## src/rtl/adc_sample_packer_if.sv

```systemverilog
// Handshake bundle between the capture FIFO / USB read mux side and the ADC sample packer.
// The master modport is the environment; the slave modport is the packer itself.
interface adc_sample_packer_if #(
  parameter int unsigned pCOUNT_WIDTH = 32
);
  logic                    low_res;
  logic                    clear;
  logic [11:0]             in_sample;
  logic                    in_valid;
  logic                    in_ready;
  logic                    flush;
  logic                    flush_done;
  logic [7:0]              out_data;
  logic                    out_valid;
  logic                    out_ready;
  logic [pCOUNT_WIDTH-1:0] byte_count;

  modport master (
    output low_res,
    output clear,
    output in_sample,
    output in_valid,
    output flush,
    output out_ready,
    input  in_ready,
    input  flush_done,
    input  out_data,
    input  out_valid,
    input  byte_count
  );

  modport slave (
    input  low_res,
    input  clear,
    input  in_sample,
    input  in_valid,
    input  flush,
    input  out_ready,
    output in_ready,
    output flush_done,
    output out_data,
    output out_valid,
    output byte_count
  );
endinterface

```

## src/rtl/adc_sample_packer.sv

```systemverilog
// Packs 12-bit ADC samples into bytes: two samples -> three bytes (12-bit mode) or one byte
// per sample (low-resolution mode), through a 2-entry byte queue with flush and byte count.
module adc_sample_packer #(
  parameter int unsigned pCOUNT_WIDTH = 32,
  parameter int unsigned pQUEUE_DEPTH = 2
) (
  input logic               clk_usb,
  input logic               reset,
  adc_sample_packer_if.slave bus_io
);

  if (pQUEUE_DEPTH != 2) begin : g_bad_depth
    $error("adc_sample_packer: pQUEUE_DEPTH must be 2");
  end

  typedef enum logic [0:0] {
    StP0,
    StP1
  } phase_e;

  phase_e                  state_q, state_d;
  logic [3:0]              nib_q, nib_d;
  logic                    mode_q, mode_d;
  logic                    mode_eff;
  logic [7:0]              ent0_q, ent0_d;
  logic [7:0]              ent1_q, ent1_d;
  logic [1:0]              cnt_q, cnt_d;
  logic                    valid_q, valid_d;
  logic                    flush_pend_q, flush_pend_d;
  logic                    flush_done_q, flush_done_d;
  logic [pCOUNT_WIDTH-1:0] byte_cnt_q, byte_cnt_d;

  logic                    in_ready;
  logic                    accept;
  logic                    pop;
  logic [1:0]              push_n;
  logic [7:0]              push_b0;
  logic [7:0]              push_b1;

  // The mode only latches at a clean byte boundary: no nibble held and nothing queued.
  always_comb begin
    mode_eff = mode_q;
    if (state_q == StP0 && cnt_q == 2'd0) begin
      mode_eff = bus_io.low_res;
    end
  end

  always_comb begin
    in_ready = 1'b0;
    if (bus_io.clear || flush_pend_q) begin
      in_ready = 1'b0;
    end else if (mode_eff || state_q == StP0) begin
      in_ready = (cnt_q < 2'd2);
    end else begin
      // A P1 sample pushes two bytes, so it needs both slots after this cycle's pop.
      in_ready = (cnt_q == 2'd0) || (cnt_q == 2'd1 && bus_io.out_ready);
    end
  end

  assign accept = bus_io.in_valid && in_ready;
  assign pop    = valid_q && bus_io.out_ready;

  // Decide what (if anything) enters the queue this cycle and advance the phase.
  always_comb begin
    push_n       = 2'd0;
    push_b0      = 8'h00;
    push_b1      = 8'h00;
    state_d      = state_q;
    nib_d        = nib_q;
    mode_d       = mode_eff;
    flush_pend_d = flush_pend_q;
    flush_done_d = 1'b0;

    if (accept) begin
      if (mode_eff) begin
        push_n  = 2'd1;
        push_b0 = bus_io.in_sample[11:4];
      end else if (state_q == StP0) begin
        push_n  = 2'd1;
        push_b0 = bus_io.in_sample[11:4];
        nib_d   = bus_io.in_sample[3:0];
        state_d = StP1;
      end else begin
        push_n  = 2'd2;
        push_b0 = {nib_q, bus_io.in_sample[11:8]};
        push_b1 = bus_io.in_sample[7:0];
        state_d = StP0;
      end
    end else if (flush_pend_q && cnt_q != 2'd2) begin
      push_n       = 2'd1;
      push_b0      = {nib_q, 4'h0};
      state_d      = StP0;
      flush_pend_d = 1'b0;
      flush_done_d = 1'b1;
    end

    // Judge the flush against the phase this cycle leaves behind.
    if (bus_io.flush && !flush_pend_q) begin
      if (state_d == StP1) begin
        flush_pend_d = 1'b1;
      end else begin
        flush_done_d = 1'b1;
      end
    end
  end

  // Two-entry byte queue: pop shifts entry 1 to the head, pushes append behind what remains.
  always_comb begin
    ent0_d = ent0_q;
    ent1_d = ent1_q;
    cnt_d  = cnt_q;

    if (pop) begin
      ent0_d = ent1_q;
      cnt_d  = cnt_q - 2'd1;
    end

    if (push_n != 2'd0) begin
      if (cnt_d == 2'd0) begin
        ent0_d = push_b0;
      end else begin
        ent1_d = push_b0;
      end
      cnt_d = cnt_d + 2'd1;
    end

    if (push_n == 2'd2) begin
      ent1_d = push_b1;
      cnt_d  = cnt_d + 2'd1;
    end

    valid_d    = (cnt_d != 2'd0);
    byte_cnt_d = byte_cnt_q + pCOUNT_WIDTH'(pop);
  end

  always_ff @(posedge clk_usb or posedge reset) begin
    if (reset) begin
      state_q      <= StP0;
      nib_q        <= 4'h0;
      mode_q       <= 1'b0;
      ent0_q       <= 8'h00;
      ent1_q       <= 8'h00;
      cnt_q        <= 2'd0;
      valid_q      <= 1'b0;
      flush_pend_q <= 1'b0;
      flush_done_q <= 1'b0;
      byte_cnt_q   <= '0;
    end else if (bus_io.clear) begin
      state_q      <= StP0;
      nib_q        <= 4'h0;
      mode_q       <= mode_d;
      ent0_q       <= 8'h00;
      ent1_q       <= 8'h00;
      cnt_q        <= 2'd0;
      valid_q      <= 1'b0;
      flush_pend_q <= 1'b0;
      flush_done_q <= 1'b0;
      byte_cnt_q   <= '0;
    end else begin
      state_q      <= state_d;
      nib_q        <= nib_d;
      mode_q       <= mode_d;
      ent0_q       <= ent0_d;
      ent1_q       <= ent1_d;
      cnt_q        <= cnt_d;
      valid_q      <= valid_d;
      flush_pend_q <= flush_pend_d;
      flush_done_q <= flush_done_d;
      byte_cnt_q   <= byte_cnt_d;
    end
  end

  assign bus_io.in_ready   = in_ready;
  assign bus_io.out_data   = ent0_q;
  assign bus_io.out_valid  = valid_q;
  assign bus_io.flush_done = flush_done_q;
  assign bus_io.byte_count = byte_cnt_q;

`ifndef SYNTHESIS
  a_cnt_max : assert property (@(posedge clk_usb) disable iff (reset) cnt_q <= 2'd2);

  a_valid_tracks_cnt : assert property (@(posedge clk_usb) disable iff (reset)
    valid_q == (cnt_q != 2'd0));

  a_head_stable : assert property (@(posedge clk_usb) disable iff (reset)
    (valid_q && !bus_io.out_ready && !bus_io.clear) |=> $stable(ent0_q));
`endif

endmodule

```

## src/flat_wrapper.sv

```systemverilog
// flat-port wrapper written by rule: the top's interface ports become plain ports
module adc_sample_packer_flat 
#(
  parameter int unsigned pCOUNT_WIDTH = 32,
  parameter int unsigned pQUEUE_DEPTH = 2
)
  (clk_usb, reset, bus_io_low_res, bus_io_clear, bus_io_in_sample, bus_io_in_valid, bus_io_flush, bus_io_out_ready, bus_io_in_ready, bus_io_flush_done, bus_io_out_data, bus_io_out_valid, bus_io_byte_count);
  adc_sample_packer_if #(.pCOUNT_WIDTH(pCOUNT_WIDTH)) bus_io_i ();
  input logic clk_usb;
  input logic reset;
  input wire logic [$bits(bus_io_i.low_res)-1:0] bus_io_low_res;
  input wire logic [$bits(bus_io_i.clear)-1:0] bus_io_clear;
  input wire logic [$bits(bus_io_i.in_sample)-1:0] bus_io_in_sample;
  input wire logic [$bits(bus_io_i.in_valid)-1:0] bus_io_in_valid;
  input wire logic [$bits(bus_io_i.flush)-1:0] bus_io_flush;
  input wire logic [$bits(bus_io_i.out_ready)-1:0] bus_io_out_ready;
  output wire logic [$bits(bus_io_i.in_ready)-1:0] bus_io_in_ready;
  output wire logic [$bits(bus_io_i.flush_done)-1:0] bus_io_flush_done;
  output wire logic [$bits(bus_io_i.out_data)-1:0] bus_io_out_data;
  output wire logic [$bits(bus_io_i.out_valid)-1:0] bus_io_out_valid;
  output wire logic [$bits(bus_io_i.byte_count)-1:0] bus_io_byte_count;
  assign bus_io_i.low_res = bus_io_low_res;
  assign bus_io_i.clear = bus_io_clear;
  assign bus_io_i.in_sample = bus_io_in_sample;
  assign bus_io_i.in_valid = bus_io_in_valid;
  assign bus_io_i.flush = bus_io_flush;
  assign bus_io_i.out_ready = bus_io_out_ready;
  assign bus_io_in_ready = bus_io_i.in_ready;
  assign bus_io_flush_done = bus_io_i.flush_done;
  assign bus_io_out_data = bus_io_i.out_data;
  assign bus_io_out_valid = bus_io_i.out_valid;
  assign bus_io_byte_count = bus_io_i.byte_count;
  adc_sample_packer #(.pCOUNT_WIDTH(pCOUNT_WIDTH), .pQUEUE_DEPTH(pQUEUE_DEPTH)) u_core (.clk_usb(clk_usb), .reset(reset), .bus_io(bus_io_i));
endmodule
```

## config.mk

```make
export PLATFORM = sky130hd
export DESIGN_NAME = adc_sample_packer_flat
export DESIGN_NICKNAME = d
export VERILOG_FILES = /design/src/rtl/adc_sample_packer_if.sv /design/src/rtl/adc_sample_packer.sv /design/src/flat_wrapper.sv
export SDC_FILE = /design/constraint.sdc
export NUM_CORES = 1
export LEC_CHECK = 0
export ABC_AREA = 1
export BUFFER_PORTS_ARGS = -buffer_cell sky130_fd_sc_hd__buf_2
export CORE_UTILIZATION = 55
export DETAILED_ROUTE_END_ITERATION = 8
export PLACE_DENSITY = 0.83
export SETUP_SLACK_MARGIN = 0.3
export SLEW_MARGIN = 10
export SYNTH_ARGS = -nofsm -noshare
export SYNTH_HDL_FRONTEND = slang
export SYNTH_SLANG_ARGS = --single-unit
```

## constraint.sdc

```tcl
create_clock -name clk_usb -period 6.6 [get_ports clk_usb]
set_clock_uncertainty 0.15 [all_clocks]
set_input_delay 0.66 -clock clk_usb [delete_from_list [all_inputs] [get_ports clk_usb]]
set_output_delay 0.66 -clock clk_usb [all_outputs]
set_load 0.05 [all_outputs]
```

# Word-level counts from Yosys, hierarchy flattened
# Index checks and enable logic that the tools add are counted.
[totals]
reg_bits = 59
latch_bits = 0
mem_bits_rw = 0
mem_bits_ro = 0
input_bits = 19
output_inout_bits = 43
elab_cells = 87
memories = 0
[classes]
addsub = 4
mul = 0
div = 0
n_lt_le_gt_ge = 1
eq_ne = 6
n_shift = 0
n_mux = 47
n_bitwise = 1
n_reduce_logical = 18
[ops]
columns = ["cell", "count"]
rows = [
  ["$mux 8", 15],
  ["$add 32x1->32", 1],
  ["$mux 32", 1],
  ["$mux 1", 20],
  ["$mux 4", 4],
  ["$mux 2", 7],
  ["$logic_and 1x1->1", 6],
  ["$ne 2x2->1 const B", 3],
  ["$reduce_bool 2->1", 3],
  ["$add 2x1->2 const B", 2],
  ["$logic_not 2->1", 2],
  ["$logic_or 1x1->1", 3],
  ["$ne 3x3->1 const B", 1],
  ["$reduce_and 3->1", 1],
  ["$reduce_bool 3->1", 1],
  ["$eq 2x1->1 const B", 1],
  ["$eq 2x2->1 const B", 1],
  ["$lt 2x2->1 const B", 1],
  ["$reduce_and 2->1", 1],
  ["$sub 2x1->2 const B", 1],
  ["$logic_not 1->1", 1],
  ["$not 1->1", 1],
]

# Depth between registers and ports, before layout
# Gate-level depths: netlist of run 1.
[depth]
word_depth = 14
ltp_mapped = 14

# Worst setup path after synthesis of run 1
# OpenSTA, ideal clock, no wires.
[synth_timing]
path_type = "flip-flop to flip-flop"
startpoint = "register u_core.valid_q, in the netlist u_core.bus_io.out_valid"
endpoint = "register u_core.byte_cnt_q[18], in the netlist u_core.bus_io.byte_count[18]"
arrival_time_ps = 2487
required_ps = 6377
path_slack_ps = 3890
stages_incl_launch_ff = 14
n_path_buf = 1
synth_period_minus_slack_ps = 2710
path_cell_list = "dfrtp_1 -> nand2_1 -> inv_1 -> buf_2 -> ha_1 -> ha_1 -> nand2_1 -> inv_1 -> nand3_1 -> nor3_2 -> nand2_1 -> nor3_1 -> a21oi_1 -> nor2_1"
[synth_between]
elab_chain_len = 3
[synth_lines]
columns = ["item", "line", "source"]
rows = [
  ["start, declared", "adc_sample_packer.sv:28", "logic valid_q, valid_d;"],
  ["start signal, assigned", "adc_sample_packer.sv:166", "valid_q <= valid_d;"],
  ["$logic_and 1x1->1", "adc_sample_packer.sv:61", "assign pop = valid_q && bus_io.out_ready;"],
  ["$add 32x1->32", "adc_sample_packer.sv:133", "byte_cnt_d = byte_cnt_q + pCOUNT_WIDTH'(pop);"],
  ["$mux 32", "adc_sample_packer.sv:148", "end else if (bus_io.clear) begin"],
  ["end signal, assigned", "adc_sample_packer.sv:169", "byte_cnt_q <= byte_cnt_d;"],
  ["end, declared", "adc_sample_packer.sv:31", "logic [pCOUNT_WIDTH-1:0] byte_cnt_q, byte_cnt_d;"],
]
# Every way passes these cells.
# A chain may end at the register's enable or synchronous reset.

# Final worst setup path of run 1
[layout_timing]
startpoint = "input port bus_io_clear"
endpoint = "output port bus_io_in_ready"
[layout_between]
elab_chain_len = 2
[layout_lines]
columns = ["item", "line", "source"]
rows = [
  ["start, declared", "flat_wrapper.sv:12", "input wire logic [$bits(bus_io_i.clear)-1:0] bus_io_clear;"],
  ["$logic_or 1x1->1", "adc_sample_packer.sv:50", "if (bus_io.clear || flush_pend_q) begin"],
  ["$mux 1", "adc_sample_packer.sv:50", ""],
  ["end, declared", "flat_wrapper.sv:17", "output wire logic [$bits(bus_io_i.in_ready)-1:0] bus_io_in_ready;"],
]
# Every way passes these cells.

==> impl_metrics.yaml, run 1 <==
sta:
  hold_viol: 0
  setup_violations: 0
  period_share: 0.450
  fin_crit_ns: 2.97
  setup_ws_ns: 3.63
  maxSlewViolCount: 0
  tns_ns: 0
  fmax_mhz: 337
  rsz0062_at_grt: "no"
  slew_headroom: 0.509
  worst_slew_pin_slew_ns: 0.737
cts:
  clkLatencyLatePin_ns: 0.34
  cts-resized-gates: 0
  cts_root_buffer: "clkbuf_8"
  hold_buffers: 0
  cts.sinks: 59
  cts_tree: "done"
  post-cts-setup-buffers: 0
  cts_buffer_depth: 2
  cts_made_buffers: 9
  htreeDepth: 3
  path_clk_slew_ns: 0.07
global_routing:
  grt_usage: 0.289
  grt_pass1_wl_um: 14600
  grt_overflow: 0
  antenna_found_initial: 0
  grt_pass1_vias: 3139
  grt_max_degree: 60
drt:
  wl_per_cell_um: 14.4
  wirelength_um: 9030
  via_per_inst: 5.61
  drc: 0
  drt_iter0_drc: 362
  final_antenna_net_count: 0
  via_count: 3518
  dr.pass1.iters: 6
logic_synthesis:
  syn_avg_cell_area_um2: 7.29
  synth_cell_types: 38
  syn_nets: 508
  yosysSeqAreaShare: 0.419
  synth_cells: 483
  yosys.area.top_type: "dfrtp_1"
  synth.area.top_cells: "dfrtp_1 42%, nand2_1 13%, inv_1 6.5%, nand3_1 6.4%, nor2_1 5.2%"
  synth_edf_count: 0
  synth-seq-cells: 59
  synth.top_cell.area_share: 0.419
  ys.flop_type: "dfrtp_1"
  ys_async_sr_fraction: 1.00
  yosys_warnings: 0
  netlist_area_mm2: 0.00352
critical_path:
  regToRegSetupSlack_ns: 3.78
  rr_startpoint: "u_core.bus_io.out_valid"
  crit_fanout: 31
  worst-path-stages: 6
  arrival_ns: 2.16
  worstPathRequired_ns: 5.79
  worst-path-buf-inv: 3
  worst_path_most_repeated_cell: "buf_2"
  path_delay_family: "buffers and inverters"
  endpoint_kind: "output port"
  crit_type: "in2out"
  worstRegToRegCells: 12
  cp_slowest_stage_delay_ns: 0.50
  path_cells: "buf_2 > inv_2 > nand2_1 > a21oi_4 > and2_1 > buf_2"
  r2r-end: "u_core.bus_io.byte_count[18]"
  crit_path_start_kind: "input port"
  crit_slowest_cell: "buf_2"
layout:
  diodes: 0
  area_growth_pct: 16.7
  final_nets: 572
  drive_gt1_frac: 0.188
  fin_cells: 627
  fin_util: 0.678
  final_area_mm2: 0.00411
power:
  p_per_area_mw_per_mm2: 287
  power_frac_seq: 0.368
  clock_power_share: 0.320
  comb_power_share: 0.312
  p_int_uw: 741
  ir_drop_v: 0.000209
  p_sw_frac: 0.371
  p_leak_nw: 2.03
  p_switching_uw: 437
place:
  post-place-ws_ns: 3.42
  io_buffers: 61
  gp_congestion: 0.961
  dp_hpwl_um: 6570
  place_area_mm2: 0.00388
  place_inst: 611
floorplanning:
  coreArea_mm2: 0.00606
  die_y_um: 82.0
  io_pins: 62
  num_rows: 28
  die_w_um: 82.0
  dieArea_mm2: 0.00673
  start_util: 0.581
hold_path:
  hold_class: "reg2reg"
  hold_depth: 2
  min_to: "u_core.ent1_q[7]"
  min_from: "u_core.ent1_q[7]"
outcome:
  status: "complete, no violations"
flow_run:
  maxCapViolCount: 0
==> through the flow <==
stage          hold WS [ns]  power [mW]
4_1_cts               0.340        1.18
3_5_place_dp          0.321       0.804
6_report              0.339        1.18
3_3_place_gp          0.317       0.795
5_1_grt               0.360        1.24
2_1_floorplan         0.292       0.726
==> worst reg2reg max path, stage by stage (launching register included) <==
cell     delay (ns)
dfrtp_1        0.34
nand2_1        0.20
inv_1          0.38
ha_1           0.27
ha_1           0.17
nand2_1        0.05
inv_1          0.12
nand3_1        0.13
nor3_2         0.36
nand2_1        0.18
nor3_1         0.23
a21oi_1        0.10
nor2_1         0.09
==> state kept, by name, summed over array words and instances (netlist names) <==
| register | cells |
|---|---|
| u_core.bus_io.byte_count | 32 |
| u_core.bus_io.out_data | 8 |
| u_core.ent1_q | 8 |
| u_core.nib_q | 4 |
| u_core.cnt_q | 2 |
| u_core.bus_io.flush_done | 1 |
| u_core.bus_io.out_valid | 1 |
| u_core.flush_pend_q | 1 |
| u_core.mode_q | 1 |
| u_core.state_q | 1 |
==> cell usage after synthesis (6+ instances only) <==
| cell | number |
|---|---|
| ha_1 | 6 |
| o21ai_0 | 29 |
| nand2_1 | 123 |
| or2_2 | 7 |
| o211ai_1 | 7 |
| a21oi_1 | 24 |
| nand4_1 | 9 |
| nor2_1 | 49 |
| inv_1 | 61 |
| xor2_1 | 6 |
| nor3_1 | 14 |
| nand3_1 | 45 |
| dfrtp_1 | 59 |
==> how the worst max path moves through the flow <==
stage	start	end	slack, ns
2_1_floorplan	u_core.bus_io.out_valid	u_core.bus_io.byte_count[18]	3.89
3_3_place_gp	bus_io_out_ready	u_core.bus_io.byte_count[18]	3.48
3_5_place_dp	bus_io_out_ready	u_core.bus_io.byte_count[18]	3.42
4_1_cts	bus_io_clear	bus_io_in_ready	3.64
5_1_grt	bus_io_out_ready	u_core.bus_io.byte_count[18]	3.41
6_report	bus_io_clear	bus_io_in_ready	3.63
==> routing by layer <==
| layer | track usage | routed length [um] | vias to the layer above |
|---|---|---|---|
| met2 | 0.433 | 4080 | 145 |
| li1 | - | - | 1699 |
| met3 | 0.0544 | 728 | 12 |
| met1 | 0.412 | 4090 | 1662 |
| met4 | 0.102 | 119 | 0 |
| met5 | 0 | 0 | - |
==> power groups by stage <==
| stage | registers, mW | clock network (mW) | logic [mW] |
|---|---|---|---|
| after detailed placement | 0.440 | 0 | 0.365 |
| after global routing | 0.438 | 0.397 | 0.408 |
| after global placement | 0.438 | 0 | 0.357 |
| final | 0.433 | 0.377 | 0.368 |
| after floorplan | 0.505 | 0 | 0.221 |
| after CTS | 0.433 | 0.381 | 0.366 |
==> layout by cell type, fill, tap and decap left out, types with 6 or more instances in the layout <==
cell        n
ha_1        6
nor3_1     14
inv_2       6
inv_1      60
nor2_1     49
o211ai_1    7
nand4_1     9
nand2_1   123
buf_2      61
o21ai_0    29
or2_2       7
clkbuf_8   11
dfrtp_1    59
nand3_1    45
xor2_1      6
a21oi_1    24
==> kinds of logic (layout without fill, tap and decap cells) <==
| family | count (synthesis) | in the layout | synth area share |
|---|---|---|---|
| buf+inv | 76 | 145 | 0.0853 |
| simple gates | 264 | 264 | 0.342 |
| xor+xnor | 7 | 7 | 0.0174 |
| fa+ha+maj | 6 | 6 | 0.0213 |
| compound gates | 71 | 71 | 0.114 |
| flops | 59 | 59 | 0.419 |
==> layout make-up <==
class,count,area (um2)
fill,532,1950
multi-input combinational,348,1750
sequential,59,1480
timing repair buffer,62,313
inverter,67,254
clock buffer,12,155
tap,75,93.8
clock inverter,4,72.6
(Power assumes the default switching activity.)
==> run 2: changes to the inputs <==
--- a/config.mk
+++ b/config.mk
@@ -7,9 +7,9 @@
 export LEC_CHECK = 0
 export ABC_AREA = 1
 export BUFFER_PORTS_ARGS = -buffer_cell sky130_fd_sc_hd__buf_2
-export CORE_UTILIZATION = 55
+export CORE_UTILIZATION = 51
 export DETAILED_ROUTE_END_ITERATION = 8
-export PLACE_DENSITY = 0.83
+export PLACE_DENSITY = 0.81
 export SETUP_SLACK_MARGIN = 0.3
 export SLEW_MARGIN = 10
 export SYNTH_ARGS = -nofsm -noshare
==> constraint.sdc (replaced) <==
create_clock -name clk_usb -period 2.4 [get_ports clk_usb]
set_clock_uncertainty 0.15 [all_clocks]
set_input_delay 0.24 -clock clk_usb [delete_from_list [all_inputs] [get_ports clk_usb]]
set_output_delay 0.24 -clock clk_usb [all_outputs]
set_load 0.05 [all_outputs]
==> impl_metrics.yaml, run 2 (synthesis results as in run 1) <==
outcome:
  status: "complete, no violations"
drt:
  drc: 0
  drt_iter0_drc: 428
  via_count: 3790
  final_antenna_net_count: 0
  via_per_inst: 5.80
  wl_per_cell_um: 15.9
  wirelength_um: 10400
  dr.pass1.iters: 5
critical_path:
  crit_slowest_cell: "dfrtp_2"
  crit_fanout: 7
  worstRegToRegCells: 9
  rr_startpoint: "u_core.bus_io.out_valid"
  crit_type: "reg2reg"
  crit_end: "u_core.ent1_q[7]"
  arrival_ns: 2.13
  worst-path-buf-inv: 3
  endpoint_kind: "register"
  worst-path-stages: 9
  regToRegSetupSlack_ns: 0.33
  worstPathRequired_ns: 2.46
  crit_path_start_kind: "register"
  cp_slowest_stage_delay_ns: 0.44
  path_cells: "nand2_8 > buf_4 > xor2_1 > ha_2 > inv_1 > nand2_1 > nand3_4 > inv_4 > o21ai_1"
  path_delay_family: "flip-flops"
  r2r-end: "u_core.ent1_q[7]"
  setup.worst_path.start: "u_core.bus_io.out_valid"
layout:
  final_nets: 597
  layout_common_cells: "119 x nand2_1, 61 x buf_2, 58 x dfrtp_1"
  final_common_cell: "nand2_1"
  fin_util: 0.678
  seq_area_mm2: 0.00148
  fin_cells: 653
  drive_gt1_frac: 0.253
  multi_input_area_mm2: 0.00188
  area_growth_pct: 25.0
  largest_reg_flops: 32
  fill_cells: 526
  final_area_mm2: 0.00440
  diodes: 0
cts:
  cts_root_buffer: "clkbuf_8"
  clkLatencyLatePin_ns: 0.33
  path_clk_slew_ns: 0.07
  cts.sinks: 59
  cts_tree: "done"
  cts_made_buffers: 9
  htreeDepth: 3
  cts_buffer_depth: 2
place:
  place_area_mm2: 0.00401
  io_buffers: 61
  dp_hpwl_um: 6990
  place_inst: 618
  gp_congestion: 0.962
global_routing:
  grt_max_degree: 60
  grt_pass1_vias: 3267
  grt_overflow: 0
  grt_usage: 0.279
  antenna_found_initial: 0
  grt_pass1_wl_um: 15800
sta:
  maxSlewViolCount: 0
  slew_headroom: 0.661
  rsz0062_at_grt: "yes"
  tns_ns: 0
  hold_viol: 0
  fmax_mhz: 484
  period_share: 0.860
  setup_violations: 0
  fin_crit_ns: 2.07
  worst_slew_pin_slew_ns: 0.504
floorplanning:
  die_y_um: 85.1
  start_util: 0.542
  dieArea_mm2: 0.00724
  io_pins: 62
  coreArea_mm2: 0.00649
  num_rows: 29
  die_w_um: 85.1
hold_path:
  hold_depth: 3
  hold_class: "in2reg"
power:
  p_per_area_mw_per_mm2: 724
  p_sw_frac: 0.407
  comb_power_share: 0.375
  clock_power_share: 0.244
  p_leak_nw: 2.18
  p_int_mw: 1.89
  power_frac_seq: 0.381
  ir_drop_v: 0.000587
  p_total_mw: 3.18
  p_switching_mw: 1.30
flow_run:
  maxCapViolCount: 0
[run 2: tightest hold or removal path, stage by stage]
cell and delay (ns):
buf_2 0.09, nand3_1 0.06, o21ai_0 0.06
[run 2: per-stage QoR]
step / hold slack (ns) / setup slack, ns
floorplan: 0.240 / 0.158
global placement: 0.175 / 0.230
finish: 0.00627 / 0.335
detailed placement: 0.184 / 0.131
CTS: 0.00206 / 0.273
global route: 0.0308 / 0.214
[run 2: power groups by stage]
| stage | Sequential, mW | Clock, mW | Combinational (mW) |
|---|---|---|---|
| 3_3_place_gp | 1.22 | 0 | 1.00 |
| 5_1_grt | 1.22 | 0.830 | 1.29 |
| 2_1_floorplan | 1.40 | 0 | 0.626 |
| 6_report | 1.21 | 0.777 | 1.19 |
| 3_5_place_dp | 1.22 | 0 | 1.04 |
| 4_1_cts | 1.21 | 0.778 | 1.06 |
[run 2: per-layer routing]
| metal | vias to the layer above | global-route usage | share of wire |
|---|---|---|---|
| met5 | - | 0 | 0 |
| met4 | 0 | 0.109 | 0.029 |
| met3 | 39 | 0.0457 | 0.076 |
| met2 | 229 | 0.412 | 0.45 |
| met1 | 1757 | 0.411 | 0.44 |
| li1 | 1765 | - | - |
[run 2: worst min path at each step]
stage | start | to
6_report | bus_io_in_sample[2] | u_core.nib_q[2]
2_1_floorplan | bus_io_in_sample[0] | u_core.nib_q[0]
4_1_cts | bus_io_in_sample[2] | u_core.nib_q[2]
3_5_place_dp | reset | u_core.bus_io.byte_count[11]
5_1_grt | bus_io_in_sample[0] | u_core.nib_q[0]
3_3_place_gp | reset | u_core.ent1_q[6]
[run 2: final cells by class]
cell class                 count  share of cell area
clock buffer                  12              0.0330
clock inverter                 3             0.00341
inverter                      67              0.0617
multi-input combinational    348               0.428
sequential                    59               0.336
tap                           77              0.0219
timing repair buffer          86               0.115
timing repair inverter         1             0.00142
[run 2: what timing repair did]
action | CTS | global route
pin swaps | 2 | 8
gates cloned | 0 | 1
resized for setup | 4 | 18
buffers inserted | 2 | 16
hold buffers | 1 | 0
setup endpoints to repair | 21 | 35
hold endpoints to repair | 59 | 0
